## config.mk

```make
export PLATFORM = sky130hd
export DESIGN_NAME = qp_delta_encoder
export DESIGN_NICKNAME = d
export VERILOG_FILES = /design/src/rtl/nova_qp_pkg.sv /design/src/rtl/se_golomb_serializer.sv /design/src/rtl/qp_delta_encoder.sv
export SDC_FILE = /design/constraint.sdc
export NUM_CORES = 1
export LEC_CHECK = 0
export BUFFER_PORTS_ARGS = -buffer_cell sky130_fd_sc_hd__buf_2
export CORE_UTILIZATION = 32
export CTS_BUF_LIST = sky130_fd_sc_hd__clkbuf_8
export DETAILED_ROUTE_END_ITERATION = 10
export PLACE_DENSITY_LB_ADDON = 0.08
export SYNTH_ARGS = -nofsm -noshare
export SYNTH_HDL_FRONTEND = slang
export SYNTH_SLANG_ARGS = --single-unit
```

## constraint.sdc

```tcl
create_clock -name clk -period 10.3 [get_ports clk]
set_input_delay 2.575 -clock clk [delete_from_list [all_inputs] [get_ports clk]]
set_output_delay 2.575 -clock clk [all_outputs]
set_load 0.02 [all_outputs]
```

## src/rtl/nova_qp_pkg.sv

```systemverilog
// Shared QP constants, chroma QP mapping table and FSM state type for the QP delta encoder.
// The chroma table is only consumed when NOVA_QPC_OUTPUT_EN is defined.
package nova_qp_pkg;

  localparam logic [5:0]        QP_MAX      = 6'd51;
  localparam logic signed [6:0] QP_WRAP     = 7'sd52;
  localparam logic signed [6:0] DELTA_MIN   = -7'sd26;
  localparam logic signed [6:0] DELTA_MAX   = 7'sd25;
  localparam logic signed [6:0] QP_PIC_BASE = 7'sd26;

  // Chroma QP for luma-derived QPi in 30..51; below 30 chroma follows QPi directly.
  localparam logic [5:0] CHROMA_QP_TABLE [0:21] = '{
    6'd29, 6'd30, 6'd31, 6'd32, 6'd32, 6'd33, 6'd34, 6'd34, 6'd35, 6'd35, 6'd36,
    6'd36, 6'd37, 6'd37, 6'd37, 6'd38, 6'd38, 6'd38, 6'd39, 6'd39, 6'd39, 6'd39
  };

  typedef enum logic {
    IDLE  = 1'b0,
    SHIFT = 1'b1
  } qp_state_e;

  function automatic logic [5:0] clampQp(input logic [5:0] q);
    return (q > QP_MAX) ? QP_MAX : q;
  endfunction

  function automatic logic [2:0] floorLog2(input logic [6:0] v);
    logic [2:0] r;
    r = 3'd0;
    for (int i = 0; i < 7; i++) begin
      if (v[i]) r = 3'(i);
    end
    return r;
  endfunction

  function automatic logic [5:0] chromaQp(input logic [5:0] qpi);
    logic [5:0] idx;
    if (qpi < 6'd30) return qpi;
    idx = qpi - 6'd30;
    return CHROMA_QP_TABLE[idx[4:0]];
  endfunction

endpackage

```

## src/rtl/se_golomb_serializer.sv

```systemverilog
// Signed Exp-Golomb se(v) serializer: maps a 7-bit signed value to its code and
// shifts it out MSB first over a valid/ready bit stream.
module se_golomb_serializer
  import nova_qp_pkg::*;
(
  input  logic              clk,
  input  logic              reset_n,
  input  logic              start_i,
  input  logic signed [6:0] value_i,
  output logic              ready_o,
  output logic              bit_out_o,
  output logic              bit_valid_o,
  output logic              bit_last_o,
  input  logic              bit_ready_i
);

  qp_state_e   state_q, state_d;
  logic [12:0] shreg_q, shreg_d;
  logic [3:0]  cnt_q, cnt_d;

  logic [6:0]  twoK;
  logic [6:0]  codeNum;
  logic [6:0]  codePlusOne;
  logic [2:0]  m;
  logic [12:0] codeAligned;

  // The code is M zeros followed by the M+1 bits of codeNum+1, so left-aligning
  // codeNum+1 inside a (2M+1)-bit window yields the whole bit string.
  always_comb begin
    twoK = {value_i[5:0], 1'b0};
    if (!value_i[6] && (value_i != 7'sd0)) codeNum = twoK - 7'd1;
    else                                   codeNum = 7'd0 - twoK;
    codePlusOne = codeNum + 7'd1;
    m           = floorLog2(codePlusOne);
    codeAligned = {6'b0, codePlusOne} << (4'd12 - {m, 1'b0});
  end

  always_comb begin
    state_d     = state_q;
    shreg_d     = shreg_q;
    cnt_d       = cnt_q;
    ready_o     = (state_q == IDLE);
    bit_valid_o = (state_q == SHIFT);
    bit_out_o   = (state_q == SHIFT) & shreg_q[12];
    bit_last_o  = (state_q == SHIFT) && (cnt_q == 4'd0);
    case (state_q)
      IDLE: begin
        if (start_i) begin
          state_d = SHIFT;
          shreg_d = codeAligned;
          cnt_d   = {m, 1'b0};
        end
      end
      SHIFT: begin
        if (bit_ready_i) begin
          if (cnt_q == 4'd0) begin
            state_d = IDLE;
          end else begin
            shreg_d = {shreg_q[11:0], 1'b0};
            cnt_d   = cnt_q - 4'd1;
          end
        end
      end
      default: state_d = IDLE;
    endcase
  end

  always_ff @(posedge clk) begin
    if (!reset_n) begin
      state_q <= IDLE;
      shreg_q <= 13'd0;
      cnt_q   <= 4'd0;
    end else begin
      state_q <= state_d;
      shreg_q <= shreg_d;
      cnt_q   <= cnt_d;
    end
  end

endmodule

```

## src/rtl/qp_delta_encoder.sv

```systemverilog
// H.264 slice/macroblock QP delta encoder: tracks QPy, emits se(v) deltas as a bit stream.
// Define NOVA_QPC_OUTPUT_EN to add the registered chroma QP output QPc.
module qp_delta_encoder
  import nova_qp_pkg::*;
(
  input  logic              clk,
  input  logic              reset_n,
  input  logic              slice_valid,
  input  logic              mb_valid,
  output logic              in_ready,
  input  logic signed [5:0] pic_init_qp_minus26,
  input  logic [5:0]        slice_qp,
  input  logic [5:0]        mb_qp,
  input  logic              mb_qp_coded,
  input  logic signed [4:0] chroma_qp_index_offset,
  output logic              bit_out,
  output logic              bit_valid,
  input  logic              bit_ready,
  output logic              bit_last,
  output logic [5:0]        QPy
`ifdef NOVA_QPC_OUTPUT_EN
  ,
  output logic [5:0]        QPc
`endif
);

  logic [5:0]        qpy_q, qpy_d;
  logic [5:0]        sliceQp, mbQp;
  logic              sliceAcc, mbAcc, serStart, serReady;
  logic signed [6:0] sliceDelta, mbDiff, mbDelta, serValue;

  // Slice requests win over a simultaneous macroblock request, which simply waits.
  always_comb begin
    sliceQp    = clampQp(slice_qp);
    mbQp       = clampQp(mb_qp);
    sliceAcc   = slice_valid & serReady;
    mbAcc      = mb_valid & serReady & ~slice_valid;
    sliceDelta = signed'({1'b0, sliceQp}) - QP_PIC_BASE - 7'(pic_init_qp_minus26);
    mbDiff     = signed'({1'b0, mbQp}) - signed'({1'b0, qpy_q});
    mbDelta    = mbDiff;
    if (mbDiff < DELTA_MIN)      mbDelta = mbDiff + QP_WRAP;
    else if (mbDiff > DELTA_MAX) mbDelta = mbDiff - QP_WRAP;
    serStart = sliceAcc | (mbAcc & mb_qp_coded);
    serValue = sliceAcc ? sliceDelta : mbDelta;
    qpy_d    = qpy_q;
    if (sliceAcc)                 qpy_d = sliceQp;
    else if (mbAcc & mb_qp_coded) qpy_d = mbQp;
  end

  always_ff @(posedge clk) begin
    if (!reset_n) qpy_q <= 6'd0;
    else          qpy_q <= qpy_d;
  end

  assign QPy      = qpy_q;
  assign in_ready = serReady;

  se_golomb_serializer u_ser (
    .clk         (clk),
    .reset_n     (reset_n),
    .start_i     (serStart),
    .value_i     (serValue),
    .ready_o     (serReady),
    .bit_out_o   (bit_out),
    .bit_valid_o (bit_valid),
    .bit_last_o  (bit_last),
    .bit_ready_i (bit_ready)
  );

`ifdef NOVA_QPC_OUTPUT_EN
  logic [5:0]        qpc_q, qpc_d;
  logic signed [7:0] qpiSum;
  logic [5:0]        qpi;

  // Chroma QP lags QPy by one cycle since it is derived from the registered luma QP.
  always_comb begin
    qpiSum = signed'({2'b00, qpy_q}) + 8'(chroma_qp_index_offset);
    if (qpiSum < 8'sd0)                          qpi = 6'd0;
    else if (qpiSum > signed'({2'b00, QP_MAX}))  qpi = QP_MAX;
    else                                         qpi = qpiSum[5:0];
    qpc_d = chromaQp(qpi);
  end

  always_ff @(posedge clk) begin
    if (!reset_n) qpc_q <= 6'd0;
    else          qpc_q <= qpc_d;
  end

  assign QPc = qpc_q;
`else
  logic unusedChromaOffset;
  assign unusedChromaOffset = ^chroma_qp_index_offset;
`endif

endmodule

```

After elaboration in Yosys (flattened, before gate mapping) --
Index checks and enable logic that the tools add are counted.
Storage, ports and cells: memory bits (writable) 0, memories 0, bits in latches 0, bits in read-only memories 0, flip-flop bits (word level) 24, bits of input ports 29
Operators by class: add/subtract/negate cells 10, reductions and logical operators 7, shifts and indexed selects 1, bitwise logic cells 8, equality and inequality tests 3, $mul 0, div/mod/pow operators 0, mux-type cells 26, $lt $le $gt $ge 4
Operators by type and width (count):
- 13-bit two-way mux | 3
- 7-bit two-way mux | 4
- 13-bit case mux with 2 select lines | 1
- 6-bit two-way mux | 4
- 3-bit two-way mux | 5
- 7-bit by 4-bit left shift with 13-bit output | 1
- 6-bit greater-than comparator, second input constant | 2
- 4-bit two-way mux | 3
- 4-bit case mux with 2 select lines | 1
- 7-bit by 1-bit adder with 7-bit output, second input constant | 1
- 7-bit adder, second input constant | 1
- 7-bit by 6-bit greater-than comparator with 1-bit output, second input constant | 1
- 7-bit by 6-bit less-than comparator with 1-bit output, second input constant | 1
- 7-bit nonzero test | 1
- 1-bit by 7-bit subtractor with 7-bit output, first input constant | 1
- 6-bit by 5-bit subtractor with 7-bit output, second input constant | 1
- 6-bit by 6-bit subtractor with 7-bit output | 1
- 7-bit by 1-bit subtractor with 7-bit output, second input constant | 1
- 7-bit by 6-bit subtractor with 7-bit output | 1
- 7-bit subtractor, second input constant | 1
- 2-bit inequality test, second input constant | 3
- 1-bit bitwise AND | 5
- 4-bit logical NOT | 1
- 1-bit two-way mux | 4
- other kinds (9) | 11

Longest topological paths before layout --
word-level depth 21, depth in mapped cells 33, mapped depth without buffers 31

By module --
A second synthesis with hierarchy kept.
Unflattened totals: cells, all modules 389, area, all modules 2929.1 sq um
By module, submodules not included:
- se_golomb_serializer | area an instance 1676.6 sq um, cells each 225, times used 1, seq. area each 360.3 sq um
- qp_delta_encoder | area an instance 1252.5 sq um, cells each 164, times used 1, seq. area each 120.1 sq um

Least setup slack after synthesis --
Ideal clock, no wire load.
kind input to register, start point input port mb_qp[3], end point register u_ser.shreg_q[10], path buffers 2, stages on the path 26, slack 1573 ps, data arrival time 8610 ps, cells stage by stage nor2_1 > nor2_1 > or2_2 > ha_1 > nand2b_1 > a21o_1 > xnor2_2 > ha_1 > mux2i_1 > o211a_1 > a211o_1 > and2_1 > a211oi_1 > o41ai_4 > inv_1 > ha_1 > or4b_2 > o41a_1 > o21ai_2 > clkbuf_1 > nand3_1 > ha_1 > clkbuf_1 > nor2_1 > a221o_1 > o211a_1
On the way: cells in the longest elaborated chain, start to end 21, elaborated cells on any way between the ends 27, those cells by class add/sub (7); order compare (3); shift (1); mux (13); reduce/logical (3)
RTL lines:
- start: declaration | line qp_delta_encoder.sv:13 | input logic [5:0] mb_qp,
- 6-bit greater-than comparator | line nova_qp_pkg.sv:23 | return (q > QP_MAX) ? QP_MAX : q;
- 6-bit two-way mux * | line nova_qp_pkg.sv:23
- 6-bit by 6-bit subtractor with 7-bit output * | line qp_delta_encoder.sv:39 | mbDiff = signed'({1'b0, mbQp}) - signed'({1'b0, qpy_q});
- 7-bit subtractor or 7-bit by 6-bit greater-than comparator with 1-bit output (tied branches) | line qp_delta_encoder.sv:42 | else if (mbDiff > DELTA_MAX) mbDelta = mbDiff - QP_WRAP;
- 7-bit two-way mux | line qp_delta_encoder.sv:42
- 7-bit two-way mux * | line qp_delta_encoder.sv:41 | if (mbDiff < DELTA_MIN) mbDelta = mbDiff + QP_WRAP;
- 7-bit two-way mux * | line qp_delta_encoder.sv:44 | serValue = sliceAcc ? sliceDelta : mbDelta;
- branches (longest 2 deep; another with 1-bit by 7-bit subtractor with 7-bit output)
- 7-bit two-way mux * | line se_golomb_serializer.sv:31 | if (!value_i[6] && (value_i != 7'sd0)) codeNum = twoK - 7'd1;
- 7-bit by 1-bit adder with 7-bit output * | line se_golomb_serializer.sv:33 | codePlusOne = codeNum + 7'd1;
- 1-bit two-way mux | line nova_qp_pkg.sv:30 | if (v[i]) r = 3'(i);
- 3-bit two-way mux (5 in a row) | line nova_qp_pkg.sv:30
- 4-bit subtractor | line se_golomb_serializer.sv:35 | codeAligned = {6'b0, codePlusOne} << (4'd12 - {m, 1'b0});
- 7-bit by 4-bit left shift with 13-bit output * | line se_golomb_serializer.sv:35
- 13-bit two-way mux * | line se_golomb_serializer.sv:48 | if (start_i) begin
- 13-bit case mux with 2 select lines * | line se_golomb_serializer.sv:46 | case (state_q)
- end signal: assignment | line se_golomb_serializer.sv:75 | shreg_q <= shreg_d;
- end: declaration | line se_golomb_serializer.sv:18 | logic [12:0] shreg_q, shreg_d;
Mark *: on every way between the ends. The select of a mux whose other input is x is not followed. A chain may end at the register's enable or synchronous reset.

Final worst setup path --
start point input port mb_qp[4], end point register u_ser.shreg_q[1]
Same word-level chain as after synthesis.

==> flow_summary_export.csv <==
group,metric,value,unit
run_status,status,"complete, no violations",
detailed_routing,avgRoutedWirePerCell,16.0,um
die,ioPinCount,39,
timing,period_share,91.5,%
logic_synthesis,synth_area_per_cell,7.46,um2
min_path,hp-class,"reg -> reg",
detailed_routing,finalWirelength,9460,um
place,dp_hpwl,7580,um
clock_network,htreeDepth,1,
setup_path,timing.rr.end,"u_ser.shreg_q[1]$_SDFFE_PN0P_",
logic_synthesis,ys_types,83,
detailed_routing,firstDrtPassIters,5,
global_routing,grt_pass1_wl,15400,um
timing,slew_viol_final,0,
detailed_routing,drtIter0Drc,109,
min_path,hold_start,"u_ser.shreg_q[0]$_SDFFE_PN0P_",
logic_synthesis,synth_edf_count,0,
die,core_area,0.00982,mm2
logic_synthesis,ys_warn_count,0,
setup_path,max_stage_delay,620,ps
power,powerDensity,286,mW/mm2
setup_path,crit_path_start_kind,"input pin",
timing,finalSetupTns,0,ps
power,leakagePower,1.50,nW
die,num_rows,36,
detailed_routing,vias,3288,
logic_synthesis,syn-num-nets,495,
clock_network,clk_latency,260,ps
detailed_routing,antenna_left,0,
run,max_cap_violations,0,
clock_network,clock_path_buffers,2,
power,combPwrFrac,81.5,%
logic_synthesis,yosys_register_bits,24,
final_layout,design_area,0.00360,mm2
timing,worst_pin_slew,772,ps
clock_network,post-cts-setup-buffer-count,0,
setup_path,cp.arrival,9630,ps
min_path,holdPathStages,2,
die,dieArea,0.0106,mm2
setup_path,critPathMaxFanout,11,
final_layout,areaGrowthSynthToFinish,10.4,%
setup_path,crit_type,"in -> reg",
timing,rsz0062_at_grt,"no",
global_routing,grt_use_total,18.5,%
logic_synthesis,synth_area,0.00326,mm2
die,start_util,33.2,%
setup_path,rr_startpoint,"QPy[0]$_SDFFE_PN0P_",
power,power_frac_clock,6.1,%
logic_synthesis,ys_seq_area_share,14.7,%
detailed_routing,avgViaCountPerCell,5.57,
final_layout,drive_gt1_share,14.7,%
power,p_seq_share,12.4,%
logic_synthesis,syn_inst,437,
clock_network,cts_hold_buf,0,
die,die_width,103,um
place,placed_area,0.00354,mm2
global_routing,grt_max_degree,27,
place,place_congestion,0.808,
setup_path,end_kind,"register",
final_layout,finalNetCount,516,
logic_synthesis,ys.flop_type,"dfxtp_1",
clock_network,cts_sinks,24,
logic_synthesis,async_flop_share,0,%
place,io_buffers,33,
global_routing,overflow,0,
setup_path,cp.required,10500,ps
power,swShare,55.8,%
clock_network,cts_buffers,3,
timing,final.setup_skew,3.10,ps
clock_network,cts_root_buf,"clkbuf_8",
clock_network,cts_tree,"done",
clock_network,cts.reportedPaths.clkPinSlew,80,ps
timing,slew_headroom,48.2,%
min_path,holdPathEnd,"u_ser.shreg_q[0]$_SDFFE_PN0P_",
power,cell_internal_pwr,0.455,mW
global_routing,grt_pass1_vias,3056,
setup_path,r2r_cells,27,
global_routing,antenna_found_initial,0,
die,die-height,103,um
timing,period_needed,9430,ps
timing,finalSetupViolations,0,
power,p_total,1.03,mW
clock_network,post_cts_resized,0,
setup_path,reg2reg_setup_slack,3220,ps
timing,fmax,106,MHz
final_layout,antenna_cells,0,
setup_path,cpMaxStageDelayCell,"or4_1",
detailed_routing,drc,0,
power,peakVddDrop,148,uV
power,netSwitchingPower,0.574,mW
timing,final_hold_viol_count,0,
[metrics by stage]
step / setup WS, ps / utilization (%) / std cells / hold slack [ps]
floorplan: 1570 / - / 437 / 431
global placement: 706 / 36.1 / 586 / 441
detailed placement: 622 / 36.1 / 586 / 447
CTS: 885 / 36.6 / 590 / 460
global route: 175 / 36.6 / 590 / 478
finish: 872 / 36.6 / 590 / 458
[cell usage after synthesis, types with 3 or more instances]
| cell type | instances | area share (%) |
|---|---|---|
| nand2_1 | 43 | 5.0 |
| nor2_1 | 31 | 3.6 |
| a21oi_1 | 30 | 4.6 |
| ha_1 | 27 | 10 |
| inv_1 | 25 | 2.9 |
| dfxtp_1 | 24 | 15 |
| o21ai_0 | 21 | 3.2 |
| clkbuf_1 | 19 | 2.2 |
| a31oi_1 | 13 | 2.5 |
| nand3_1 | 13 | 2.0 |
| and2_1 | 12 | 2.3 |
| nor3_1 | 10 | 1.5 |
| mux2i_1 | 8 | 2.5 |
| o211ai_1 | 8 | 1.8 |
| a21o_1 | 7 | 1.6 |
| o31ai_1 | 7 | 1.6 |
| xnor2_1 | 7 | 1.9 |
| o211a_1 | 6 | 1.8 |
| a211oi_1 | 5 | 1.2 |
| a21boi_0 | 5 | 1.2 |
| a22oi_1 | 5 | 1.2 |
| nand4_1 | 5 | 0.96 |
| nor2b_1 | 5 | 0.96 |
| or3_1 | 5 | 0.96 |
| xor2_1 | 5 | 1.3 |
| a211o_1 | 4 | 1.1 |
| o21a_1 | 4 | 0.92 |
| and3_1 | 3 | 0.58 |
| buf_2 | 3 | 0.46 |
| nand2b_1 | 3 | 0.58 |
| o21ai_1 | 3 | 0.46 |
| o22ai_1 | 3 | 0.58 |
[routing by layer]
| layer | vias to the layer above | share of wire (%) | track usage (%) | wire [um] |
|---|---|---|---|---|
| met2 | 60 | 48 | 31.9 | 4520 |
| met5 | - | 0 | 0 | 0 |
| met4 | 0 | 0.63 | 1.52 | 60 |
| met1 | 1546 | 48 | 25.6 | 4560 |
| li1 | 1676 | - | - | - |
| met3 | 6 | 3.4 | 2.10 | 319 |
[cell type report]
cell class                      instances  area, um2
Timing Repair Buffer                   40        218
Fill cell                            1092       6220
Inverter                               26       97.6
Clock buffer                            4       55.1
Tap cell                              133        166
Multi-Input combinational cell        363       2580
Sequential cell                        24        480
[state kept, by name, indices dropped and copies added (netlist names)]
register	cells
u_ser.shreg_q	13
QPy	6
u_ser.cnt_q	4
u_ser.bit_valid_o	1
[worst max path at each step]
stage,from,slack (ps),end,depth (start not counted)
global placement,mb_qp[4],710,u_ser.shreg_q[3]$_SDFFE_PN0P_,29
global route,mb_qp[4],180,u_ser.shreg_q[1]$_SDFFE_PN0P_,31
finish,mb_qp[4],870,u_ser.shreg_q[1]$_SDFFE_PN0P_,31
floorplan,mb_qp[3],1570,u_ser.shreg_q[10]$_SDFFE_PN0P_,26
detailed placement,mb_qp[4],620,u_ser.shreg_q[3]$_SDFFE_PN0P_,31
CTS,mb_qp[4],880,u_ser.shreg_q[3]$_SDFFE_PN0P_,31
[critical path, delay by kind of cell]
family	cells	cell delay, ps
compound gates	10	2220
simple gates	8	1720
fa+ha+maj	5	1650
buf+inv	5	680
xor+xnor	1	390
mux	2	350
[logic make-up (layout without fill, tap and decap cells)]
| kind of cell | count (synthesis) | after routing | share of synthesized area (%) |
|---|---|---|---|
| multiplexers | 9 | 9 | 2.92 |
| flip-flops | 24 | 24 | 14.7 |
| AND/OR/NAND/NOR | 155 | 155 | 25.4 |
| AO/OA/AOI/OAI | 156 | 156 | 35.2 |
| buffers and inverters | 50 | 70 | 6.11 |
| adder cells (fa/ha/maj) | 30 | 30 | 11.9 |
| XOR/XNOR | 13 | 13 | 3.73 |
[cells in the final DEF, fill, tap and decap left out, types with 6 or more instances in the layout]
master | Yosys | layout
o211ai_1 | 8 | 8
mux2i_1 | 8 | 8
o31ai_1 | 7 | 7
a21oi_1 | 30 | 30
o211a_1 | 6 | 6
nand2_1 | 43 | 43
o21ai_0 | 21 | 21
nor3_1 | 10 | 10
xnor2_1 | 7 | 7
ha_1 | 27 | 27
a31oi_1 | 13 | 13
nand3_1 | 13 | 13
buf_2 | 3 | 33
nor2_1 | 31 | 31
buf_4 | 2 | 7
a21o_1 | 7 | 7
dfxtp_1 | 24 | 24
and2_1 | 12 | 12
inv_1 | 25 | 25
[power by group through the flow]
stage / logic [mW] / clock network [mW] / registers, mW
2_1_floorplan: 0.635 / 0 / 0.130
3_3_place_gp: 0.822 / 0 / 0.129
3_5_place_dp: 0.832 / 0 / 0.129
4_1_cts: 0.835 / 0.0653 / 0.127
5_1_grt: 0.932 / 0.0692 / 0.130
6_report: 0.838 / 0.0630 / 0.128
Power figures use the tool's default switching activity.
